==> src/rtl/fetch_unit_if.sv <==
// Instruction-memory request/response channel used by the fetch stage.
// One request outstanding at a time; one response per grant.
interface fetch_unit_if;
  logic        o_imem_req;
  logic [31:0] o_imem_addr;
  logic        i_imem_gnt;
  logic        i_imem_rvalid;
  logic [31:0] i_imem_rdata;

  modport master (
    output o_imem_req,
    output o_imem_addr,
    input  i_imem_gnt,
    input  i_imem_rvalid,
    input  i_imem_rdata
  );

  modport slave (
    input  o_imem_req,
    input  o_imem_addr,
    output i_imem_gnt,
    output i_imem_rvalid,
    output i_imem_rdata
  );
endinterface

==> src/rtl/fetch_unit.sv <==
// Fetch stage: owns the PC, issues single-outstanding imem requests and
// presents {pc, inst, pc+4} to IF/ID, or a NOP bubble when nothing is ready.
module fetch_unit #(
  parameter logic [31:0] RESET_PC = 32'h0000_0000,
  parameter logic [31:0] NOP_INST = 32'h0000_0013
) (
  input  logic         i_clk,
  input  logic         i_rst_n,
  input  logic         i_stall,
  input  logic         i_redirect,
  input  logic [31:0]  i_redirect_pc,
  fetch_unit_if.master imem,
  output logic [31:0]  o_pcF,
  output logic [31:0]  o_instF,
  output logic [31:0]  o_pc_fourF,
  output logic         o_validF
);

  localparam logic [2:0] IDLE = 3'd0;
  localparam logic [2:0] REQ  = 3'd1;
  localparam logic [2:0] WAIT = 3'd2;
  localparam logic [2:0] HOLD = 3'd3;
  localparam logic [2:0] DROP = 3'd4;

  logic [2:0]  state_q;
  logic [2:0]  state_d;
  logic [31:0] pc_q;
  logic [31:0] pc_d;
  logic [31:0] buf_q;
  logic [31:0] buf_d;
  logic [31:0] tgt;
  logic [31:0] pc_inc;
  logic        gnt;
  logic        rsp;
  logic        unused_lsb;

  assign tgt        = {i_redirect_pc[31:2], 2'b00};
  assign unused_lsb = ^i_redirect_pc[1:0];
  assign pc_inc     = pc_q + 32'd4;
  assign gnt        = imem.i_imem_gnt;
  assign rsp        = imem.i_imem_rvalid;

  assign imem.o_imem_req  = (state_q == REQ);
  assign imem.o_imem_addr = pc_q;
  assign o_pcF            = pc_q;
  assign o_pc_fourF       = pc_inc;

  // A redirect always kills whatever would be presented this cycle.
  always_comb begin
    o_validF = 1'b0;
    o_instF  = NOP_INST;
    if (!i_redirect) begin
      unique case (1'b1)
        (state_q == WAIT) && rsp: begin
          o_validF = 1'b1;
          o_instF  = imem.i_imem_rdata;
        end
        (state_q == HOLD): begin
          o_validF = 1'b1;
          o_instF  = buf_q;
        end
        default: ;
      endcase
    end
  end

  always_comb begin
    state_d = state_q;
    pc_d    = pc_q;
    buf_d   = buf_q;
    unique case (state_q)
      IDLE: state_d = REQ;
      REQ: begin
        if (i_redirect) begin
          pc_d = tgt;
          if (gnt) state_d = DROP;
        end else if (gnt) begin
          state_d = WAIT;
        end
      end
      WAIT: begin
        if (i_redirect) begin
          pc_d    = tgt;
          state_d = rsp ? REQ : DROP;
        end else if (rsp) begin
          if (!i_stall) begin
            pc_d    = pc_inc;
            state_d = REQ;
          end else begin
            buf_d   = imem.i_imem_rdata;
            state_d = HOLD;
          end
        end
      end
      HOLD: begin
        if (i_redirect) begin
          pc_d    = tgt;
          state_d = REQ;
        end else if (!i_stall) begin
          pc_d    = pc_inc;
          state_d = REQ;
        end
      end
      DROP: begin
        if (i_redirect) pc_d = tgt;
        if (rsp) state_d = REQ;
      end
      default: state_d = IDLE;
    endcase
  end

  always_ff @(posedge i_clk) begin
    if (!i_rst_n) begin
      state_q <= IDLE;
      pc_q    <= RESET_PC;
      buf_q   <= NOP_INST;
    end else begin
      state_q <= state_d;
      pc_q    <= pc_d;
      buf_q   <= buf_d;
    end
  end

endmodule

==> src/flat_wrapper.sv <==
// flat-port wrapper written by rule: the top's interface ports become plain ports
module fetch_unit_flat 
#(
  parameter logic [31:0] RESET_PC = 32'h0000_0000,
  parameter logic [31:0] NOP_INST = 32'h0000_0013
)
  (i_clk, i_rst_n, i_stall, i_redirect, i_redirect_pc, o_pcF, o_instF, o_pc_fourF, o_validF, imem_o_imem_req, imem_o_imem_addr, imem_i_imem_gnt, imem_i_imem_rvalid, imem_i_imem_rdata);
  fetch_unit_if imem_i ();
  input  logic i_clk;
  input  logic i_rst_n;
  input  logic i_stall;
  input  logic i_redirect;
  input  logic [31:0] i_redirect_pc;
  output logic [31:0] o_pcF;
  output logic [31:0] o_instF;
  output logic [31:0] o_pc_fourF;
  output logic o_validF;
  output wire logic [$bits(imem_i.o_imem_req)-1:0] imem_o_imem_req;
  output wire logic [$bits(imem_i.o_imem_addr)-1:0] imem_o_imem_addr;
  input wire logic [$bits(imem_i.i_imem_gnt)-1:0] imem_i_imem_gnt;
  input wire logic [$bits(imem_i.i_imem_rvalid)-1:0] imem_i_imem_rvalid;
  input wire logic [$bits(imem_i.i_imem_rdata)-1:0] imem_i_imem_rdata;
  assign imem_o_imem_req = imem_i.o_imem_req;
  assign imem_o_imem_addr = imem_i.o_imem_addr;
  assign imem_i.i_imem_gnt = imem_i_imem_gnt;
  assign imem_i.i_imem_rvalid = imem_i_imem_rvalid;
  assign imem_i.i_imem_rdata = imem_i_imem_rdata;
  fetch_unit #(.RESET_PC(RESET_PC), .NOP_INST(NOP_INST)) u_core (.i_clk(i_clk), .i_rst_n(i_rst_n), .i_stall(i_stall), .i_redirect(i_redirect), .i_redirect_pc(i_redirect_pc), .imem(imem_i), .o_pcF(o_pcF), .o_instF(o_instF), .o_pc_fourF(o_pc_fourF), .o_validF(o_validF));
endmodule
==> config.mk <==
export PLATFORM = sky130hd
export DESIGN_NAME = fetch_unit_flat
export DESIGN_NICKNAME = d
export VERILOG_FILES = /design/src/rtl/fetch_unit_if.sv /design/src/rtl/fetch_unit.sv /design/src/flat_wrapper.sv
export SDC_FILE = /design/constraint.sdc
export NUM_CORES = 1
export LEC_CHECK = 0
export CORE_MARGIN = 5
export CORE_UTILIZATION = 45
export DETAILED_ROUTE_END_ITERATION = 8
export MAX_ROUTING_LAYER = met4
export PLACE_DENSITY = 0.86
export SLEW_MARGIN = 20
export SYNTH_ARGS = -nofsm -noshare
export SYNTH_HDL_FRONTEND = slang
export SYNTH_SLANG_ARGS = --single-unit
==> constraint.sdc <==
create_clock -name i_clk -period 5.5 [get_ports i_clk]
set_input_delay 0.825 -clock i_clk [delete_from_list [all_inputs] [get_ports i_clk]]
set_output_delay 0.825 -clock i_clk [all_outputs]
set_load 0.05 [all_outputs]
==> summary.txt <==
CP Class: in -> out
HP Class: reg -> reg
Setup-failing EPs final: 0
FILL cells: 778
Max rail drop VDD: 0.1513 mV
setup TNS: 0 ns
syn_area_per_cell: 7.390 um2
Max Root-Sink Buffers: 2
wire length per cell: 16.21 um
crit path time final: 4.316 ns
outcome: finished clean
Worst-Margin Slew: 0.9862 ns
Area Growth Syn to Fin: 45.88%
Max stage delay cell, worst path: clkdlybuf4s50_1
r2r startpoint: u_core.state_q[1]$_SDFFE_PN0P_
Clock Skew: 0.01266 ns
Clk pin slew, worst setup/hold paths: 0.07 ns
pins over their slew limit: 0
PwrDens: 245.8 nW/um2
initial antenna violation count: 0
largest area contributor in the netlist: dfxtp_1
Vias/cell: 5.555
fin nets: 787
Setup crit start: imem_i_imem_rvalid
post-synthesis async set-or-reset flop share: 0
clk_lat worst skew: 0.34 ns
post-synthesis cell type count: 50
port bufs: 191
clock sink total: 65
Syn Inst Count: 585
std cell rows: 35
remaining antenna violation count after routing: 0
Reg power frac: 0.336
die width: 108.0 um
postcts setup bufs: 0
CTS tree: done
critical path's most frequent cell: clkdlybuf4s50_1
fmax: 0.2317 GHz
Setup crit start kind: primary input
Yosys top cell area share: 0.3010
Slew HR: 0.3425
Placer Congestion: 0.8644
crit-path cells: clkdlybuf4s50_1 > nand2_1 > nor3_4 > buf_4 > a22oi_1 > nor2_1 > clkdlybuf4s50_1
Comb pwr share: 0.281
final hold vios: 0
Post-synth EDFFs: 0
aggregate global-route resource usage: 0.2409
final wirelength: 13780 um
Num CTS Buffers: 9
initial core utilization: 0.4656
Worst EP required: 4.68 ns
total grt overflow: 0
DR iter-0 viols: 254
CORE AREA: 9284 um2
critical path peak fanout: 18
top-count cell post-synth: nand2_1
P_leak: 2.227 nW
CP peak stage delay: 0.83 ns
pin count of the biggest net entering global routing: 76
Psw: 0.5099 mW
Area contributors post-synth: dfxtp_1 30%, nand2_1 9.2%, buf_4 6.3%, a21boi_0 5.6%, a22oi_1 5.6%
vias in the first global route: 4569
clock share of power: 0.384
HP Start: u_core.buf_q[11]$_SDFFE_PN0P_
setup repair after global routing missed its margin: false
Power Internal: 1.040 mW
post-CTS sizing: 0
Final period util: 0.7847
max-cap violations: 0
die height: 108.0 um
crit path capture type: output pin
share of layout cells above drive strength 1: 0.04993
Top FF cell, synth: dfxtp_1
Sw Share: 0.3289
sequential-to-total area share from yosys stat: 0.3010
Post-route DRC: 0
DR vias: 4722
first-pass GRT wire length: 22360 um
Die ar.: 11670 um2
IO Pins: 200
CTS Root Buffer Type: clkbuf_8
antenna cells: 0
YS warnings: 0
Pwr Total: 1.550 mW
smallest hold slack: 0.4640 ns
mapped cell area: 4323 um2
Synth top cells by count: 106 x nand2_1, 65 x dfxtp_1, 46 x nor2_1, 36 x buf_4
DR pass1 iterations: 4
Yosys reg bits: 65
dpl hpwl: 10030 um
Post-CTS Hold Buffers: 0
CTS H-tree depth: 3
crit path DAT: 3.49 ns
worst max-delay path: cells and delay by family:
kind	cells	cell delay, ns
and+or+nand+nor	3	0.81
AOI/OAI and AO/OA	1	0.13
buffers and inverters	3	1.72
metrics by stage:
step | utilization | instance area (um2) | setup slack, ns | instances
3_3_place_gp | 0.6460 | 5997 | 1.220 | 833
5_1_grt | 0.6792 | 6306 | 1.038 | 850
4_1_cts | 0.6788 | 6302 | 1.152 | 850
6_report | 0.6792 | 6306 | 1.184 | 850
2_1_floorplan | - | 4342 | 2.032 | 590
3_5_place_dp | 0.6476 | 6012 | 1.167 | 834
worst paths after layout:
check                                                      to  slack (ns)  cells past startpoint
worst max-delay path                               o_instF[3]        1.18                      7
worst min-delay path            u_core.buf_q[11]$_SDFFE_PN0P_        0.46                      2
worst max register to register  u_core.buf_q[15]$_SDFFE_PN0P_        3.08                      6
worst min register to register  u_core.buf_q[11]$_SDFFE_PN0P_        0.46                      2
area by class of cell:
cell class,instances,area [um2],area share
Clock buffer,9,123.9,0.01964
Clock inverter,7,166.4,0.02639
Inverter,13,48.80,0.007738
Multi-Input combinational cell,429,2537,0.4024
Sequential cell,65,1301,0.2063
Tap cell,129,161.4,0.02560
Timing Repair Buffer,198,1967,0.3119
power by group through the flow:
stage                     Combinational [mW]  Sequential (mW)  Clock, mW
after floorplan                        0.253            0.569          0
after global placement                 0.429            0.530          0
after detailed placement               0.435            0.532          0
after CTS                              0.436            0.520      0.605
after global routing                   0.457            0.525      0.625
final                                  0.435            0.521      0.595
routing by layer:
layer / part of all wire / vias up / track usage
li1: - / 2267 / -
met1: 0.42 / 2193 / 0.2959
met2: 0.48 / 234 / 0.3961
met3: 0.081 / 28 / 0.03940
met4: 0.022 / 0 / 0.09468
met5: 0 / - / -
cell families after synthesis:
kind of cell	share of synthesized area
and+or+nand+nor	0.2822
xor gates and xnor gates	0.05673
buffers and inverters	0.1195
DFF	0.3010
AOI/OAI and AO/OA	0.2344
muxes	0.002316
other	0.0008675
adders and majority gates	0.002894
sequential cells by signal, indices dropped and copies added (netlist names):
register	flops
u_core.buf_q	32
u_core.imem.o_imem_addr	30
u_core.state_q	3
cells in the final DEF (no fill, tap or decap), types with 6 or more instances in the layout:
cell type	netlist	routed
o21ai_0	14	14
o31a_1	8	8
nor3_1	6	6
xnor2_1	19	19
inv_1	13	13
and2_1	7	6
nand3_1	26	26
a21oi_1	21	20
a21boi_0	32	32
a22oi_1	32	32
buf_4	36	6
dfxtp_1	65	65
conb_1	1	6
nor2_1	46	46
nand4_1	15	15
clkdlybuf4s50_1	0	190
and3_1	9	9
o22ai_1	14	14
xor2_1	9	9
nand2_1	106	106
clkbuf_8	0	9
Note: power is estimated with default switching activity, not from simulation.
